--- config.mk ---
export PLATFORM = sky130hd
export DESIGN_NAME = infix_to_postfix
export DESIGN_NICKNAME = d
export VERILOG_FILES = /design/src/rtl/infix_to_postfix.sv
export SDC_FILE = /design/constraint.sdc
export NUM_CORES = 1
export LEC_CHECK = 0
export ABC_AREA = 1
export CAP_MARGIN = 20
export CORE_MARGIN = 2
export CORE_UTILIZATION = 47
export DETAILED_ROUTE_END_ITERATION = 6
export PLACE_DENSITY = 0.77
export SETUP_SLACK_MARGIN = 0.3
export SYNTH_ARGS = -nofsm -noshare
export SYNTH_HDL_FRONTEND = slang
export SYNTH_SLANG_ARGS = --single-unit
--- constraint.sdc ---
create_clock -name clk -period 3.1 [get_ports clk]
set_clock_uncertainty 0.15 [all_clocks]
set_input_delay 0.31 -clock clk [delete_from_list [all_inputs] [get_ports clk]]
set_output_delay 0.31 -clock clk [all_outputs]
set_load 0.02 [all_outputs]
--- src/rtl/infix_to_postfix.sv ---
// Shunting-yard infix-to-postfix converter for the expression calculator.
// Emits RPN tokens on a registered valid/ready port and drives an external LIFO operator stack.
module infix_to_postfix #(
   parameter int DEPTH      = 6,
   parameter int DATA_WIDTH = 8
) (
   input  logic                  clk,
   input  logic                  rst,
   input  logic                  in_valid,
   input  logic [DATA_WIDTH-1:0] in_data,
   output logic                  in_ready,
   output logic                  out_valid,
   output logic [DATA_WIDTH-1:0] out_data,
   input  logic                  out_ready,
   output logic                  stk_push,
   output logic                  stk_pop,
   output logic                  stk_flush,
   output logic [DATA_WIDTH-1:0] stk_wdata,
   input  logic                  stk_empty,
   input  logic [DATA_WIDTH-1:0] stk_top,
   output logic                  err
);

   typedef enum logic [2:0] {ACCEPT, REDUCE, PAREN, DRAIN, FLUSH} state_t;

   localparam logic [DATA_WIDTH-1:0] TOK_0     = DATA_WIDTH'(8'h30);
   localparam logic [DATA_WIDTH-1:0] TOK_9     = DATA_WIDTH'(8'h39);
   localparam logic [DATA_WIDTH-1:0] TOK_PLUS  = DATA_WIDTH'(8'h2B);
   localparam logic [DATA_WIDTH-1:0] TOK_MINUS = DATA_WIDTH'(8'h2D);
   localparam logic [DATA_WIDTH-1:0] TOK_MUL   = DATA_WIDTH'(8'h2A);
   localparam logic [DATA_WIDTH-1:0] TOK_LP    = DATA_WIDTH'(8'h28);
   localparam logic [DATA_WIDTH-1:0] TOK_RP    = DATA_WIDTH'(8'h29);
   localparam logic [DATA_WIDTH-1:0] TOK_EQ    = DATA_WIDTH'(8'h3D);
   localparam logic [DEPTH-1:0]      CNT_MAX   = '1;

   // '(' and anything unknown rank 0 so they never get popped by an incoming operator
   function automatic logic [1:0] precOf(input logic [DATA_WIDTH-1:0] tok);
      if (tok == TOK_MUL)
         return 2'd2;
      else if (tok == TOK_PLUS || tok == TOK_MINUS)
         return 2'd1;
      else
         return 2'd0;
   endfunction

   state_t                r_state;
   logic [DEPTH-1:0]      r_cnt;
   logic [DATA_WIDTH-1:0] r_pendOp;
   logic                  r_outValid;
   logic [DATA_WIDTH-1:0] r_outData;
   logic                  r_err;

   logic w_slotFree;
   logic w_accept;
   logic w_isDigit;
   logic w_isOp;
   logic w_isLp;
   logic w_isRp;
   logic w_isEq;
   logic w_cntFull;
   logic w_topIsLp;
   logic w_topPrecGe;
   logic w_redPop;
   logic w_redStop;

   assign w_slotFree  = !r_outValid || out_ready;
   assign w_accept    = (r_state == ACCEPT) && in_valid && w_slotFree;
   assign w_isDigit   = (in_data >= TOK_0) && (in_data <= TOK_9);
   assign w_isOp      = (in_data == TOK_PLUS) || (in_data == TOK_MINUS) || (in_data == TOK_MUL);
   assign w_isLp      = (in_data == TOK_LP);
   assign w_isRp      = (in_data == TOK_RP);
   assign w_isEq      = (in_data == TOK_EQ);
   assign w_cntFull   = (r_cnt == CNT_MAX);
   assign w_topIsLp   = (stk_top == TOK_LP);
   assign w_topPrecGe = precOf(stk_top) >= precOf(r_pendOp);
   assign w_redPop    = !stk_empty && w_topPrecGe && w_slotFree;
   assign w_redStop   = stk_empty || !w_topPrecGe;

   assign in_ready  = (r_state == ACCEPT) && w_slotFree;
   assign out_valid = r_outValid;
   assign out_data  = r_outData;
   assign err       = r_err;

   // Stack commands are decoded from the current state so push/pop/flush can never overlap
   always_comb begin
      stk_push  = 1'b0;
      stk_pop   = 1'b0;
      stk_flush = 1'b0;
      stk_wdata = in_data;
      case (r_state)
         ACCEPT: stk_push = w_accept && w_isLp && !w_cntFull;
         REDUCE: begin
            stk_wdata = r_pendOp;
            stk_pop   = w_redPop;
            stk_push  = !w_redPop && w_redStop && !w_cntFull;
         end
         PAREN:  stk_pop   = !stk_empty && (w_topIsLp || w_slotFree);
         DRAIN:  stk_pop   = !stk_empty && w_slotFree;
         FLUSH:  stk_flush = 1'b1;
         default: ;
      endcase
   end

   // Main FSM; the output register only loads when the slot is free, so back-pressure stalls every pop
   always_ff @(posedge clk or negedge rst) begin
      if (!rst) begin
         r_state    <= ACCEPT;
         r_cnt      <= '0;
         r_pendOp   <= '0;
         r_outValid <= 1'b0;
         r_outData  <= '0;
         r_err      <= 1'b0;
      end else begin
         if (r_outValid && out_ready) begin
            r_outValid <= 1'b0;
            if (r_outData == TOK_EQ)
               r_err <= 1'b0;
         end
         case (r_state)
            ACCEPT: begin
               if (w_accept) begin
                  if (w_isDigit) begin
                     r_outValid <= 1'b1;
                     r_outData  <= in_data;
                  end else if (w_isLp) begin
                     if (w_cntFull)
                        r_err <= 1'b1;
                  end else if (w_isOp) begin
                     r_pendOp <= in_data;
                     r_state  <= REDUCE;
                  end else if (w_isRp) begin
                     r_state <= PAREN;
                  end else if (w_isEq) begin
                     r_pendOp <= in_data;
                     r_state  <= DRAIN;
                  end else begin
                     r_err <= 1'b1;
                  end
               end
            end
            REDUCE: begin
               if (w_redPop) begin
                  r_outValid <= 1'b1;
                  r_outData  <= stk_top;
               end else if (w_redStop) begin
                  if (w_cntFull)
                     r_err <= 1'b1;
                  r_state <= ACCEPT;
               end
            end
            PAREN: begin
               if (stk_empty) begin
                  r_err   <= 1'b1;
                  r_state <= ACCEPT;
               end else if (w_topIsLp) begin
                  r_state <= ACCEPT;
               end else if (w_slotFree) begin
                  r_outValid <= 1'b1;
                  r_outData  <= stk_top;
               end
            end
            DRAIN: begin
               if (!stk_empty) begin
                  if (w_slotFree) begin
                     if (w_topIsLp) begin
                        r_err <= 1'b1;
                     end else begin
                        r_outValid <= 1'b1;
                        r_outData  <= stk_top;
                     end
                  end
               end else if (w_slotFree) begin
                  r_outValid <= 1'b1;
                  r_outData  <= r_pendOp;
                  r_state    <= FLUSH;
               end
            end
            FLUSH:   r_state <= ACCEPT;
            default: r_state <= ACCEPT;
         endcase
         if (stk_flush)
            r_cnt <= '0;
         else if (stk_push)
            r_cnt <= r_cnt + 1'b1;
         else if (stk_pop)
            r_cnt <= r_cnt - 1'b1;
      end
   end

endmodule

### Word-level counts from Yosys, hierarchy flattened

Index checks and enable logic that the tools add are counted.

| storage, ports and cells | value |
|---|---|
| register bits after elaboration | 27 |

| cells by class | value |
|---|---|
| bitwise logic cells | 2 |
| muxes and demuxes | 65 |
| order comparisons | 3 |
| add/subtract/negate cells | 2 |
| equality and inequality tests | 35 |
| reduce and logical (&&, ||, !) cells | 32 |

Operator list:

| kind | number |
|---|---|
| equality test 8 x 6 -> 1 bit, second input constant | 14 |
| two-way mux 8 bit | 14 |
| two-way mux 3 bit | 12 |
| one-hot mux 8 bit (4 select lines) | 1 |
| two-way mux 1 bit | 28 |
| inequality test 2 bit, second input constant | 13 |
| two-way mux 6 bit | 3 |
| AND reduction 9 bit | 2 |
| logical AND 1 bit | 13 |
| one-hot mux 3 bit (4 select lines) | 1 |
| >= comparator 8 x 6 -> 1 bit, second input constant | 1 |
| less-or-equal comparator 8 x 6 -> 1 bit, second input constant | 1 |
| one-hot mux 1 bit (4 select lines) | 2 |
| logical OR 1 bit | 7 |
| adder 6 x 1 -> 6 bit, second input constant | 1 |
| equality test 3 x 2 -> 1 bit, second input constant | 2 |
| equality test 6 bit, second input constant | 1 |
| inequality test 3 bit, second input constant | 2 |
| AND reduction 6 bit | 1 |
| subtractor 6 x 1 -> 6 bit, second input constant | 1 |
| zero test 1 bit | 5 |
| two-way mux 2 bit | 2 |
| inequality test 4 bit, second input constant | 1 |
| nonzero test 4 bit | 1 |
| 9 further kinds | 10 |

### Logic depth before layout (Yosys ltp)

| depth | value |
|---|---|
| word-level depth | 13 |
| depth in mapped cells | 22 |
| gate-level depth less buffers | 22 |

### Worst setup path after synthesis

No wires, ideal clock.

| timing | value |
|---|---|
| path kind | reg2reg |
| start | register r_pendOp[4] |
| end | register r_cnt[4] |
| period minus slack after synthesis | 3,044 ps |
| setup slack | 56 ps |
| arrival time | 2,776 ps |
| buffers on the path | 0 |
| data required time | 2,832 ps |
| setup time | 118 ps |
| cell stages (with the launch flop) | 18 |
| path through | dfrtp_1 > nor4_1 > nand2_1 > ha_1 > nand2_1 > nand3_1 > nand3_2 > nand2_1 > inv_2 > nand2_4 > inv_1 > fa_1 > or2_2 > nand2_1 > a21oi_1 > xnor2_1 > nand2_1 > nand2_1 |

| on the way | value |
|---|---|
| word-level cells in the longest chain between the ends | 13 |
| elaborated cells on any way between the ends | 19 |

RTL lines:

| item | line | RTL |
|---|---|---|
| start, declared | 48 | `logic [DATA_WIDTH-1:0] r_pendOp;` |
| start signal, assigned | 129 | `r_pendOp <= in_data;` |
| start signal, assigned | 134 | `r_pendOp <= in_data;` |
| equality test 8 x 6 -> 1 bit | 40 | `else if (tok == TOK_PLUS \|\| tok == TOK_MINUS)` |
| logical OR 1 bit | 40 |  |
| two-way mux 1 bit | 40 |  |
| two-way mux 2 bit * | 38 | `if (tok == TOK_MUL)` |
| >= comparator 2 bit * | 75 | `assign w_topPrecGe = precOf(stk_top) >= precOf(r_pendOp);` |
| logical AND 1 bit (2 in series) | 76 | `assign w_redPop = !stk_empty && w_topPrecGe && w_slotFree;` |
| zero test 1 bit | 95 | `stk_push = !w_redPop && w_redStop && !w_cntFull;` |
| logical AND 1 bit * (2 in series) | 95 |  |
| one-hot mux 1 bit (2 select lines) * | 90 | `case (r_state)` |
| named net stk_push | 15 | `output logic stk_push,` |
| two-way mux 6 bit | 183 | `else if (stk_push)` |
| two-way mux 6 bit | 181 | `if (stk_flush)` |
| end signal, assigned | 184 | `r_cnt <= r_cnt + 1'b1;` |
| end signal, assigned | 186 | `r_cnt <= r_cnt - 1'b1;` |
| end, declared | 47 | `logic [DEPTH-1:0] r_cnt;` |

The timed path passes the listed nets; every way through them passes the cells marked *.
A chain may end at the register's enable or synchronous reset.

### Final worst setup path

| timing | value |
|---|---|
| start | register r_pendOp[4] |
| end | register r_cnt[5] |

| on the way | value |
|---|---|
| word-level cells in the longest chain between the ends | 13 |
| elaborated cells on any way between the ends | 19 |

RTL lines:

| item | line |
|---|---|
| equality test 8 x 6 -> 1 bit | 40 |
| logical OR 1 bit | 40 |
| two-way mux 1 bit | 40 |
| two-way mux 2 bit * | 38 |
| >= comparator 2 bit * | 75 |
| logical AND 1 bit (2 in series) | 76 |
| zero test 1 bit | 95 |
| logical AND 1 bit (2 in series) | 95 |
| one-hot mux 1 bit (2 select lines) | 90 |
| two-way mux 6 bit | 183 |
| two-way mux 6 bit | 181 |

Mark *: on every way between the ends. The rest lies on a longest branch, timed or not.

==> reports/qor.log <==
INFO  clocking       cts-buffers-inserted=3
INFO  sta            timing.final.setup_violations=0
INFO  grt            number_of_antenna_violations_at_the_first_check_in_global_routing=0
INFO  worst_setup_path setup.worst_path.class=flip-flop to flip-flop
INFO  drt            dr_total_vias=2437
INFO  floorplanning  fp.dieArea=4970um^2
INFO  synthesis      synth_compound_gate_area_share=0.152
INFO  sta            grt_setup_unrepaired=true
INFO  finish         layout.core_utilization=0.726
INFO  synthesis      synthCells=312
INFO  status         status=finished, final reports clean
INFO  grt            grt_start_max_net_pins=28
INFO  clocking       clk_path_buf_depth=2
INFO  clocking       clk_pin_slew=0.10ns
INFO  synthesis      post_synth_cell_types=33
INFO  pwr            total_leakage_power=0.00152uW
INFO  synthesis      yosys-mux-area-fraction=0
INFO  finish         area.growth.synth_to_final=50.1%
INFO  pwr            vdd_ir_drop_max=0.000603V
INFO  floorplanning  floorplan.die.height=70.5um
INFO  finish         number_of_nets_in_the_layout=425
INFO  synthesis      post_synth_edffs=0
INFO  synthesis      arithmetic_cell_share_of_the_synthesized_area_counting_full_adders_half_adders_and_majority_gates=0.0458
INFO  sta            finalMaxSlewViolations=0
INFO  sta            maxSlewHeadroom=0.670
INFO  sta            final_critical_path_setup_slack=0.0877ns
INFO  worst_setup_path timing.reg2reg.worst_path_depth=20
INFO  worst_hold_path min_path_type=input pin to asynchronous set/reset pin
INFO  synthesis      synthXorXnorAreaFrac=0.00843
INFO  sta            tightest_slew=0.493ns
INFO  synthesis      async_set_reset_flop_share_out_of_synthesis=1.00
INFO  floorplanning  row_count=24
INFO  place          place_worst_setup_slack=-0.197ns
INFO  worst_setup_path cp_data_arrival_time=3.09ns
INFO  synthesis      syn-cell-area=2080um^2
INFO  synthesis      ys_ff_latch=27
INFO  sta            final.hold.worst_slack=0.238ns
INFO  drt            count_of_routing_violations_after_the_opening_detailed_route_iteration=234
INFO  sta            timing.final.hold_violations=0
INFO  grt            first_pass_grt_wire_length=10200um
INFO  synthesis      syn_nets=340
INFO  place          routabilityCongestion=0.930
INFO  place          place_hpwl=4420um
INFO  drt            wire_per_inst=14.5um
INFO  worst_setup_path worst_setup_path_start_kind=flip-flop
INFO  synthesis      synth-seq-area-share=0.325
INFO  clocking       insertion_delay=0.29ns
INFO  grt            global_route.usage.total=0.257
INFO  floorplanning  fp.coreArea=4290um^2
INFO  worst_setup_path critPathRequiredTime=3.18ns
INFO  drt            drt-vias-per-instance=5.44
INFO  clocking       cts-htree-levels=1
INFO  drt            drc_errors=0
INFO  sta            finalCriticalPeriod=3.01ns
INFO  sta            fmax=0.332GHz
INFO  clocking       tritoncts=yes
INFO  grt            overflow=0
INFO  finish         n_antenna_cell=0
INFO  grt            number_of_global_route_vias_before_repair=2276
INFO  drt            route.final.wire_length=6510um
INFO  floorplanning  floorplan.initialDensity=0.484
INFO  finish         multiInputGateArea=1420um^2
INFO  synthesis      synthSimpleGateAreaFrac=0.384
INFO  synthesis      post_synth.cell_area_avg=6.66um^2
INFO  place          port-buffer-count=42
INFO  drt            ant_nets=0
INFO  floorplanning  io_pins=43
INFO  finish         post_route_cells_drive_above_1_share=0.255
INFO  run            maxCapViolCount=0
INFO  finish         final_layout_fill_cell_count=316
INFO  sta            fin_crit_sh=0.972
INFO  finish         layout.area.seq=677um^2
INFO  clocking       numClockSinks=27
INFO  synthesis      commonest_cells_in_the_synthesized_netlist=sky130_fd_sc_hd__nand2_1, sky130_fd_sc_hd__inv_1, sky130_fd_sc_hd__nor2_1
INFO  drt            dr.pass1.iters=4
INFO  synthesis      synth_top_flop_cell=sky130_fd_sc_hd__dfrtp_1
INFO  synthesis      synth.most_common_cell=sky130_fd_sc_hd__nand2_1
INFO  synthesis      synth.yosys.warnings=0
INFO  pwr            cellPowerDensity=851nW/um^2
INFO  worst_setup_path critical_path.max_fanout=5
INFO  synthesis      synth_top_area_frac=0.325
INFO  clocking       cts.root.buffer_cell=sky130_fd_sc_hd__clkbuf_8
INFO  synthesis      synth_top_family_by_area=simple AND/OR/NAND/NOR gates
INFO  synthesis      netlist.top_cell.by_area=sky130_fd_sc_hd__dfrtp_1
INFO  floorplanning  floorplan.die.width=70.5um
INFO  worst_setup_path worst_setup_path_end_kind=flip-flop
INFO  synthesis      cell_types_occupying_the_most_area_after_synthesis=sky130_fd_sc_hd__dfrtp_1, sky130_fd_sc_hd__nand2_1, sky130_fd_sc_hd__inv_1, sky130_fd_sc_hd__o21ai_0, sky130_fd_sc_hd__nand3_1
power by group:
part	internal, uW	switching, uW
logic	813	1010
clock network	90.7	123
registers	484	133
total	1390	1270
layout make-up:
cell class,count,area share
clock buffer,3,0.0132
clock inverter,1,0.00160
inverter,46,0.0574
multi-input combinational,239,0.456
sequential,27,0.217
tap,52,0.0209
timing repair buffer,80,0.234
path summary, 6_finish.rpt:
check | startpoint | slack [ns] | endpoint
setup / recovery | r_pendOp[4] | 0.09 | r_cnt[5]
hold / removal | rst | 0.24 | r_pendOp[6]
setup reg to reg | r_pendOp[4] | 0.09 | r_cnt[5]
hold reg to reg | out_data[5] | 0.38 | out_data[5]
max in group asynchronous | rst | 2.28 | r_pendOp[4]
min in group clk | stk_top[7] | 0.38 | out_data[7]
cell usage in the layout, fill, tap and decap left out, types with 8 or more instances in the layout:
cell / synthesis / routed
sky130_fd_sc_hd__buf_4: 0 / 36
sky130_fd_sc_hd__dfrtp_1: 27 / 26
sky130_fd_sc_hd__inv_1: 40 / 36
sky130_fd_sc_hd__clkdlybuf4s50_1: 0 / 35
sky130_fd_sc_hd__nand3_1: 24 / 21
sky130_fd_sc_hd__nand2_2: 1 / 10
sky130_fd_sc_hd__nor2_1: 32 / 32
sky130_fd_sc_hd__nand2_1: 88 / 77
sky130_fd_sc_hd__inv_2: 6 / 8
sky130_fd_sc_hd__o21ai_0: 30 / 29
per-layer routing:
metal / routed length (um) / track usage / up-vias
met5: 0 / 0 / -
met4: 221 / 0.115 / 0
met3: 336 / 0.0216 / 23
met2: 3210 / 0.435 / 92
met1: 2740 / 0.331 / 1127
li1: - / - / 1195
state kept, by name, summed over array words and instances, names as in the netlist:
name	flops
err	1
r_cnt	6
out_data	8
r_pendOp	8
out_valid	1
r_state	3
worst max-delay path, cell delays in order, from the launching register on:
cell and delay, ns:
sky130_fd_sc_hd__dfrtp_2 0.46, sky130_fd_sc_hd__nor4_4 0.31, sky130_fd_sc_hd__nand2_1 0.12, sky130_fd_sc_hd__ha_1 0.32
sky130_fd_sc_hd__nand2_1 0.09, sky130_fd_sc_hd__nand3_2 0.10, sky130_fd_sc_hd__nand3_2 0.08, sky130_fd_sc_hd__nand2_2 0.07
sky130_fd_sc_hd__inv_4 0.08, sky130_fd_sc_hd__nand2_8 0.07, sky130_fd_sc_hd__buf_12 0.14, sky130_fd_sc_hd__ha_4 0.24
sky130_fd_sc_hd__nand2_2 0.07, sky130_fd_sc_hd__inv_2 0.05, sky130_fd_sc_hd__nand2_2 0.07, sky130_fd_sc_hd__nand2_2 0.06
sky130_fd_sc_hd__a31oi_4 0.17, sky130_fd_sc_hd__inv_1 0.07, sky130_fd_sc_hd__nand3_1 0.09, sky130_fd_sc_hd__nand3_1 0.07
sky130_fd_sc_hd__nand2_1 0.07
stage by stage:
| stage | total power (uW) | TNS, ns | cell area, um^2 | cells |
|---|---|---|---|---|
| 3_3_place_gp | 2080 | -0.314 | 2700 | 420 |
| 5_1_grt | 2860 | -0.140 | 3120 | 448 |
| 6_report | 2660 | 0 | 3120 | 448 |
| 3_5_place_dp | 2120 | -0.592 | 2700 | 420 |
| 2_1_floorplan | 1580 | 0 | 2100 | 312 |
| 4_1_cts | 2440 | 0 | 2920 | 439 |
logic make-up (layout without fill, tap and decap cells):
| group | count (synthesis) | in the layout |
|---|---|---|
| DFF | 27 | 27 |
| and+or+nand+nor | 172 | 173 |
| xor gates and xnor gates | 2 | 2 |
| AOI/OAI and AO/OA | 57 | 57 |
| adders and majority gates | 7 | 7 |
| buffers and inverters | 47 | 130 |
timing repair:
action	CTS	global route
pin swaps	12	22
hold buffers	0	0
resized for setup	14	42
gates cloned	0	1
setup buffers	15	8
setup endpoints to repair	5	17
hold endpoints to repair	0	0
(Power assumes the default switching activity.)
